===== src/rtl/mips_alu_pkg.sv =====
// Shared encodings for the MIPS execute stage: ALU operation codes,
// main-control alu_op values and R-type funct fields.
package mips_alu_pkg;

   localparam logic [3:0] ALU_AND = 4'b0000;
   localparam logic [3:0] ALU_OR  = 4'b0001;
   localparam logic [3:0] ALU_ADD = 4'b0010;
   localparam logic [3:0] ALU_XOR = 4'b0011;
   localparam logic [3:0] ALU_SUB = 4'b0110;
   localparam logic [3:0] ALU_SLT = 4'b0111;
   localparam logic [3:0] ALU_NOR = 4'b1100;

   localparam logic [1:0] ALU_OP_ADD   = 2'b00;
   localparam logic [1:0] ALU_OP_SUB   = 2'b01;
   localparam logic [1:0] ALU_OP_RTYPE = 2'b10;
   localparam logic [1:0] ALU_OP_SLT   = 2'b11;

   localparam logic [5:0] FUNCT_ADD  = 6'b100000;
   localparam logic [5:0] FUNCT_ADDU = 6'b100001;
   localparam logic [5:0] FUNCT_SUB  = 6'b100010;
   localparam logic [5:0] FUNCT_SUBU = 6'b100011;
   localparam logic [5:0] FUNCT_AND  = 6'b100100;
   localparam logic [5:0] FUNCT_OR   = 6'b100101;
   localparam logic [5:0] FUNCT_XOR  = 6'b100110;
   localparam logic [5:0] FUNCT_NOR  = 6'b100111;
   localparam logic [5:0] FUNCT_SLT  = 6'b101010;

endpackage


===== src/rtl/mips_alu_ctl_dec.sv =====
// ALU-control decoder: maps main-control alu_op and the R-type funct
// field to the 4-bit ALU operation code. Purely combinational.
module mips_alu_ctl_dec
   import mips_alu_pkg::*;
(
   input  logic [1:0] alu_op,
   input  logic [5:0] funct,
   output logic [3:0] alu_ctl
);

   always_comb begin
      alu_ctl = ALU_ADD;
      case (alu_op)
         ALU_OP_ADD: alu_ctl = ALU_ADD;
         ALU_OP_SUB: alu_ctl = ALU_SUB;
         ALU_OP_SLT: alu_ctl = ALU_SLT;
         default: begin
            // Unlisted funct codes fall back to ADD so the datapath stays defined.
            case (funct)
               FUNCT_ADD, FUNCT_ADDU: alu_ctl = ALU_ADD;
               FUNCT_SUB, FUNCT_SUBU: alu_ctl = ALU_SUB;
               FUNCT_AND:             alu_ctl = ALU_AND;
               FUNCT_OR:              alu_ctl = ALU_OR;
               FUNCT_XOR:             alu_ctl = ALU_XOR;
               FUNCT_NOR:             alu_ctl = ALU_NOR;
               FUNCT_SLT:             alu_ctl = ALU_SLT;
               default:               alu_ctl = ALU_ADD;
            endcase
         end
      endcase
   end

endmodule


===== src/rtl/mips_alu_unit.sv =====
// Execute-stage arithmetic: ALU-control decode, 32-bit ALU with flags,
// PC+4 adder and a sticky overflow status bit (the only clocked state).
module mips_alu_unit
   import mips_alu_pkg::*;
(
   input  logic        clk,
   input  logic        reset,
   input  logic [1:0]  alu_op,
   input  logic [5:0]  funct,
   input  logic [31:0] a,
   input  logic [31:0] b,
   input  logic        cin,
   output logic [3:0]  alu_ctl,
   output logic [31:0] alu_res,
   output logic        zero,
   output logic        cout,
   output logic        ovf,
   output logic        ovf_sticky,
   input  logic [31:0] pc_in,
   output logic [31:0] pc_sum
);

   logic [32:0] add_sum;
   logic [32:0] sub_sum;
   logic        add_ovf;
   logic        sub_ovf;
   logic [31:0] and_v;
   logic [31:0] or_v;
   logic [31:0] xor_v;
   logic [31:0] nor_v;
   logic        ovf_sticky_reg;
   logic        ovf_sticky_next;

   mips_alu_ctl_dec u_ctl_dec (
      .alu_op  (alu_op),
      .funct   (funct),
      .alu_ctl (alu_ctl)
   );

   assign add_sum = {1'b0, a} + {1'b0, b} + {32'd0, cin};
   // Subtraction as a + ~b + 1, so cout=1 signals "no borrow".
   assign sub_sum = {1'b0, a} + {1'b0, ~b} + 33'd1;
   assign add_ovf = (a[31] == b[31]) && (add_sum[31] != a[31]);
   assign sub_ovf = (a[31] != b[31]) && (sub_sum[31] != a[31]);

   generate
      for (genvar gi = 0; gi < 32; gi++) begin : g_logic
         assign and_v[gi] = a[gi] & b[gi];
         assign or_v[gi]  = a[gi] | b[gi];
         assign xor_v[gi] = a[gi] ^ b[gi];
         assign nor_v[gi] = ~(a[gi] | b[gi]);
      end
   endgenerate

   always_comb begin
      alu_res = 32'd0;
      cout    = 1'b0;
      ovf     = 1'b0;
      case (alu_ctl)
         ALU_ADD: begin
            alu_res = add_sum[31:0];
            cout    = add_sum[32];
            ovf     = add_ovf;
         end
         ALU_SUB: begin
            alu_res = sub_sum[31:0];
            cout    = sub_sum[32];
            ovf     = sub_ovf;
         end
         // Sign of the difference corrected by its overflow gives a true signed compare.
         ALU_SLT: alu_res = {31'd0, sub_sum[31] ^ sub_ovf};
         ALU_AND: alu_res = and_v;
         ALU_OR:  alu_res = or_v;
         ALU_XOR: alu_res = xor_v;
         ALU_NOR: alu_res = nor_v;
         default: alu_res = 32'd0;
      endcase
   end

   assign zero   = (alu_res == 32'd0);
   assign pc_sum = pc_in + 32'd4;

   always_comb begin
      ovf_sticky_next = ovf_sticky_reg | ovf;
   end

   always_ff @(posedge clk) begin
      if (reset) begin
         ovf_sticky_reg <= 1'b0;
      end else begin
         ovf_sticky_reg <= ovf_sticky_next;
      end
   end

   assign ovf_sticky = ovf_sticky_reg;

endmodule


===== config.mk =====
export PLATFORM = sky130hd
export DESIGN_NAME = mips_alu_unit
export DESIGN_NICKNAME = d
export VERILOG_FILES = /design/src/rtl/mips_alu_pkg.sv /design/src/rtl/mips_alu_ctl_dec.sv /design/src/rtl/mips_alu_unit.sv
export SDC_FILE = /design/constraint.sdc
export NUM_CORES = 1
export LEC_CHECK = 0
export CORE_UTILIZATION = 30
export DETAILED_ROUTE_END_ITERATION = 10
export GPL_ROUTABILITY_DRIVEN = 1
export SYNTH_ARGS = -nofsm -noshare
export SYNTH_HDL_FRONTEND = slang
export SYNTH_SLANG_ARGS = --single-unit

===== constraint.sdc =====
create_clock -name clk -period 7.4 [get_ports clk]
set_input_delay 1.48 -clock clk [delete_from_list [all_inputs] [get_ports clk]]
set_output_delay 1.48 -clock clk [all_outputs]
set_load 0.005 [all_outputs]

==> results.sh <==
export IMPL_numPortBuffers=174
export IMPL_hold_viol=0
export IMPL_rr_worst_depth=2
export IMPL_fin_nets=1570
export IMPL_internal_power_uw=443
export IMPL_hold_buffers=0
export IMPL_grt_pass1_vias=8605
export IMPL_r2r_start="ovf_sticky"
export IMPL_syn2layout_area_growth_pct=59.5
export IMPL_async_reset_ff_frac=0
export IMPL_synth_edf_count=0
export IMPL_track_usage=0.252
export IMPL_critPathTopFamily="compound AO/OA/AOI/OAI gates"
export IMPL_critical_path_class="primary input to output pin"
export IMPL_syn_avg_cell_area_sq_um=6.54
export IMPL_largest_register_ffs=1
export IMPL_yosysTopAreaCell="ha_1"
export IMPL_power_frac_clock=0
export IMPL_wl_microns=29900
export IMPL_crit_slowest_cell="o41ai_1"
export IMPL_vias=9227
export IMPL_ant_nets=0
export IMPL_post_drt_wl_per_cell_microns=18.3
export IMPL_ir_drop_mv=0.0406
export IMPL_worstHoldStart="ovf_sticky"
export IMPL_synthDistinctLibCells=83
export IMPL_fmax_mhz=139
export IMPL_reg2reg_slack_ns=6.86
export IMPL_clock_latency_ns=0
export IMPL_p_switching_uw=435
export IMPL_syn_cell_area_sq_um=6710
export IMPL_drive_above_1_share=0.232
export IMPL_synthCells=1026
export IMPL_holdPathStages=2
export IMPL_slew_viol_final=0
export IMPL_path_max_fanout=3
export IMPL_antenna_found_initial=0
export IMPL_coreArea_sq_um=21900
export IMPL_grt_max_degree=37
export IMPL_top_layer_used="met4"
export IMPL_hpwl_microns=24200
export IMPL_hold_class="register to register"
export IMPL_maxSlewHeadroom=0.286
export IMPL_synth_flop_cell="dfxtp_1"
export IMPL_finalSetupViolations=0
export IMPL_dr_wl_met3_microns=2750
export IMPL_met1_length_microns=12500
export IMPL_synth_seq_cells=1
export IMPL_place_gp_congestion=0.966
export IMPL_hold_slack_ns=0.451
export IMPL_die_y_microns=152
export IMPL_synth_commonest_cells="105 x ha_1, 97 x inv_1, 88 x nor2_1"
export IMPL_io_pin_count=179
export IMPL_cap_viol_max_count=0
export IMPL_period_share=0.972
export IMPL_outcome="finished clean"
export IMPL_syn_nets=1242
export IMPL_core_rowCount=54
export IMPL_diodes=0
export IMPL_drt_iter0_markers=843
export IMPL_slowest_delay_ns=0.66
export IMPL_dr_wl_met2_microns=13500
export IMPL_path_buf_inv=5
export IMPL_ys_top_cells_by_area="ha_1 20%, a21oi_1 5.7%, inv_1 5.4%"
export IMPL_r2r_end="ovf_sticky"
export IMPL_place_area_sq_um=10100
export IMPL_worst_ep_arrival_time_ns=5.71
export IMPL_seqPwrFrac=0.007
export IMPL_start_util=0.307
export IMPL_synth_most_common_cell="ha_1"
export IMPL_nFillCells=2223
export IMPL_min_to="ovf_sticky"
export IMPL_stdcell_area_sq_um=10700
export IMPL_gr_total_overflow=0
export IMPL_cp_required_ns=5.92
export IMPL_swShare=0.496
export IMPL_fin_crit_ns=7.19
export IMPL_power_density_nw_per_um2=81.9
export IMPL_cp_end_kind="output pin"
export IMPL_drt_first_pass_iters=5
export IMPL_synth_top_cell_area_share=0.196
export IMPL_yosysSeqAreaShare=0.00298
export IMPL_skew_ns=0
export IMPL_vias_per_cell=5.65
export IMPL_ys_warn_count=0
export IMPL_worst_pin_slew_ns=1.06
export IMPL_power_leakage_uw=0.00484
export IMPL_clkSlewWorstSetupHoldPaths_ns=0
export IMPL_final_util=0.489
export IMPL_die_area_sq_um=23000
export IMPL_grt_pass1_wl_microns=45900
export IMPL_start_kind="primary input"
export IMPL_setup_tns_ns=0
export IMPL_dieWidth_microns=152
export IMPL_path_cells="clkdlybuf4s50_1 -> inv_1 -> ha_1 -> buf_4 -> nor2b_1 -> buf_4 -> o31a_1 -> o41ai_1 -> o21ai_1 -> mux2i_1 -> o2111ai_1 -> or4_4 -> nor4_4 -> nand3_2 -> nor4_4 -> buf_2"
export IMPL_drc=0
export IMPL_comb_power_share=0.993
-- routing by layer --
layer  vias up  global-route usage
met1      4251               0.336
li1       4421                   -
met3        83              0.0287
met5         -                   0
met2       472               0.411
met4         0              0.0990
-- how the worst max path moves through the flow --
| stage | cells past startpoint | to | slack [ns] | startpoint |
|---|---|---|---|---|
| 2_1_floorplan | 19 | zero | 0.56 | b[8] |
| 3_3_place_gp | 20 | zero | -0.82 | a[1] |
| 3_5_place_dp | 20 | zero | -0.92 | b[1] |
| 4_1_cts | 21 | zero | 0.001 | a[13] |
| 5_1_grt | 17 | zero | -0.004 | a[9] |
| 6_report | 16 | zero | 0.21 | b[18] |
-- area by class of cell --
cell class / instances / area [sq um] / share of cell area
timing repair buffer: 383 / 3350 / 0.313
sequential: 1 / 20.0 / 0.00187
tap: 280 / 350 / 0.0327
inverter: 98 / 368 / 0.0343
multi-input combinational: 870 / 6620 / 0.618
-- per-stage QoR --
stage / total power (uW) / instances / setup WS [ns]
after floorplan: 386 / 1026 / 0.558
after global placement: 797 / 1617 / -0.822
after detailed placement: 800 / 1617 / -0.916
after CTS: 838 / 1625 / 0.00127
after global routing: 943 / 1632 / -0.00428
final: 877 / 1632 / 0.208
-- tightest hold or removal path: cells and delay by family, from the launching register on --
kind / cells / cell delay [ns]
buffers and inverters: 1 / 0.05
AOI/OAI and AO/OA: 1 / 0.06
DFF: 1 / 0.29
-- layout by cell type (no fill, tap or decap), types with 5 or more instances in the layout --
| cell | count |
|---|---|
| o31ai_1 | 10 |
| dlygate4sd2_1 | 16 |
| or3_1 | 11 |
| o221ai_1 | 9 |
| dlymetal6s2s_1 | 15 |
| o21a_1 | 7 |
| and2_1 | 6 |
| a221o_1 | 5 |
| clkdlybuf4s50_1 | 142 |
| nand2b_1 | 10 |
| inv_1 | 70 |
| ha_1 | 83 |
| xnor2_1 | 31 |
| ha_4 | 16 |
| xor2_1 | 9 |
| a21o_1 | 23 |
| o211ai_1 | 16 |
| nor2_1 | 82 |
| nor3b_1 | 6 |
| nand3_1 | 47 |
| a221oi_1 | 12 |
| a21oi_1 | 72 |
| and3_1 | 17 |
| o2111ai_1 | 5 |
| o21bai_1 | 7 |
| o21ai_0 | 65 |
| nand4_1 | 13 |
| nand2_1 | 85 |
| inv_2 | 27 |
| nor3_1 | 20 |
| a211oi_1 | 9 |
| a211o_1 | 14 |
| ha_2 | 6 |
| nor4_1 | 10 |
| a2111oi_0 | 5 |
| a31oi_1 | 16 |
| buf_4 | 204 |
| nor2b_1 | 16 |
| nand3b_1 | 7 |
-- kinds of logic after synthesis --
| kind of cell | count (synthesis) | share of synthesized area |
|---|---|---|
| compound gates | 351 | 0.367 |
| xor+xnor | 40 | 0.0522 |
| fa+ha+maj | 109 | 0.208 |
| buf+inv | 155 | 0.0889 |
| flops | 1 | 0.00298 |
| mux | 7 | 0.0110 |
| simple gates | 363 | 0.270 |
-- power groups by stage --
| stage | combinational, uW | clock (uW) | sequential, uW |
|---|---|---|---|
| floorplan | 379 | 0 | 6.56 |
| global placement | 790 | 0 | 6.47 |
| detailed placement | 794 | 0 | 6.51 |
| CTS | 832 | 0 | 6.51 |
| global route | 936 | 0 | 6.65 |
| finish | 871 | 0 | 6.47 |
-- timing repair --
item,CTS,global route
gates resized for setup,80,61
endpoints found under the setup margin,4,2
hold endpoints to repair,0,0
pin swaps,31,37
setup buffers,8,7
cloned,0,0
(Power assumes the default switching activity.)
==> RTL change: new RTL, same flow settings <==
Put a register stage on the outputs `zero` and `pc_sum`. The values now appear one clock later. The other outputs are not delayed to match.
--- a/src/rtl/mips_alu_unit.sv
+++ b/src/rtl/mips_alu_unit.sv
@@ -78,6 +78,8 @@
    end
 
-   assign zero   = (alu_res == 32'd0);
-   assign pc_sum = pc_in + 32'd4;
+   always_ff @(posedge clk) begin
+      zero   <= (alu_res == 32'd0);
+      pc_sum <= pc_in + 32'd4;
+   end
 
    always_comb begin
Formal check against the unedited RTL: not equivalent (a bounded check fails within 4 cycles, from zero or initial values and one cycle with reset high).
==> RTL change against the unedited design <==
Hold slack gained 0.045 ns. Clock skew is the same. Wire length shrank 2.4%. Cell area grew 1.9%. Utilization shrank 3.0 points. Power grew 43%. Sequential cell count grew 33. Critical path depth grew 8. Register-to-register slack lost 0.11 ns. Synthesized area grew 9.6%. Worst setup slack lost 0.063 ns. Critical path type is now in -> reg. Largest cell class unchanged.
==> RTL change: results (changes against the unedited design) <==
- Kind of cell adding the most delay to the critical path: simple AND/OR/NAND/NOR gates
- Areal power density over the cells: 115 nW/um^2 (+40%)
- Data arrival time of the critical path: 7.46 ns (+1.75 ns)
- Crit path time final: 7.25 ns (+0.0626 ns)
- Number of vias per cell after detailed routing: 5.55 (-1.8%)
- Unique masters post-synth: 87 (+4.8%)
- Combinational fraction of design power: 0.629 (-0.364)
- Weighted congestion reported at the end of routability-driven placement: 0.974 (+0.81%)
- Timing startpoint of the critical path: b[2]
- Headroom to the max-slew limit: 0.163 (-0.122)
- First-pass iteration count of the detailed router: 5 (unchanged)
- Layout Nets: 1529 (-2.6%)
- Fraction of layout cells with a size suffix above 1: 0.182 (-0.0496)
- Fraction of area in registers: 0.0624 (+0.0605)
- Tap cell count: 319 (+14%)
- Max FFs per register: 32 (+31)
- Top cells by area, synth: ha_1 18%, dfxtp_1 9.2%, a21oi_1 5.9%
- Crit path max-delay cell type: or4_4
- Global-route wire length before repair: 45.2 mm (-1.4%)
- Start of the worst register-to-register path: ovf_sticky
- Combined area of the multi-input logic cells: 6350 um^2 (-4.1%)
- Tot GR Track Use: 0.228 (-0.0240)
- Maximum number of pins on one net before global-route repair: 35 (-5.4%)
- Avg Inst Size Synth: 7.08 um^2 (+8.3%)
- CLK BUF: 5
- Cell at the root of the clock tree: clkbuf_16
- Total Power Consumption: 1250 uW (+43%)
- Vias in the first global route: 8665 (+0.70%)
- Total global routing overflow: 0 (unchanged)
- DP HPWL: 23.3 mm (-3.8%)
- Run status: finished clean
- Post-Place Setup Slack: -0.701 ns (+0.214 ns)
- Inverters, non-clock: 102 (+4.1%)
- Number of multi-input combinational cells: 845 (-2.9%)
- Critical path capture point: zero
- Share of synthesized area occupied by flip-flops and latches: 0.0925 (+0.0895)
- Clock latency of the later-clocked register in the worst-skew pair: 0.28 ns (+0.28 ns)
- Largest stage delay on the critical path: 0.56 ns (-0.10 ns)
- Routed wire length: 29.2 mm (-2.4%)
- Number of I/O port buffers: 178 (+2.3%)
- Worst hold slack: 0.496 ns (+0.0446 ns)
- Number of filler instances in the final layout: 2374 (+6.8%)
- Detailed Route Iter0 Violations: 829 (-1.7%)
- Placed cell area: 10400 um^2 (+3.1%)
- Int Pwr: 776 uW (+75%)
- Ant diodes: 0 (unchanged)
- Critical path capture point type: flip-flop
- Peak fanout along the critical path: 2 (-1)
- Clock transition at the registers of the reported paths: 0.06 ns (+0.06 ns)
- Mapped Nets: 1255 (+1.0%)
- Flop2flop setup slack: 6.75 ns (-0.11 ns)
- Worst IR Drop VDD: 137 uV (+240%)
- End of the worst register-to-register path: ovf_sticky
- Inserted Clock Buffers: 5
- WHS Endpoint: ovf_sticky
- Count of vias placed by the detailed router: 9063 (-1.8%)
- Synthesis-stage register bit count: 34 (+33)
- Synth cell count leaders: 105 x ha_1, 101 x inv_1, 90 x nor2_1
- Leak: 0.00488 uW (+0.94%)
RTL change: changes by cell type in the layout (fill, tap and decap cells not counted), moves of 11 or more:
cell and change:
buf_4 -57, dfxtp_1 +33, clkdlybuf4s50_1 +25, nand2_1 -23, inv_1 +22, inv_2 -17, a211oi_1 +14, dlygate4sd2_1 -14
a21oi_1 +12, ha_1 +11, nand3_1 -11
RTL change: what timing repair did:
item                                   4_1_cts  5_1_grt
resized for setup                           16       51
setup buffers                                1        6
setup endpoints to repair                    4        5
endpoints found under the hold margin        0        0
pin swaps                                   10       23
RTL change: cell families after synthesis:
kind of cell,after synthesis,share of synthesized area
xor gates and xnor gates,41,0.0488
buffers and inverters,160,0.0853
DFF,34,0.0925
and+or+nand+nor,324,0.225
AOI/OAI and AO/OA,357,0.339
adders and majority gates,109,0.189
muxes,14,0.0197
RTL change: metal layers:
layer / wire length [um] / GRT usage
met5: 0 / 0
met2: 13600 / 0.394
met4: 935 / 0.0797
met1: 12500 / 0.291
met3: 2190 / 0.0272
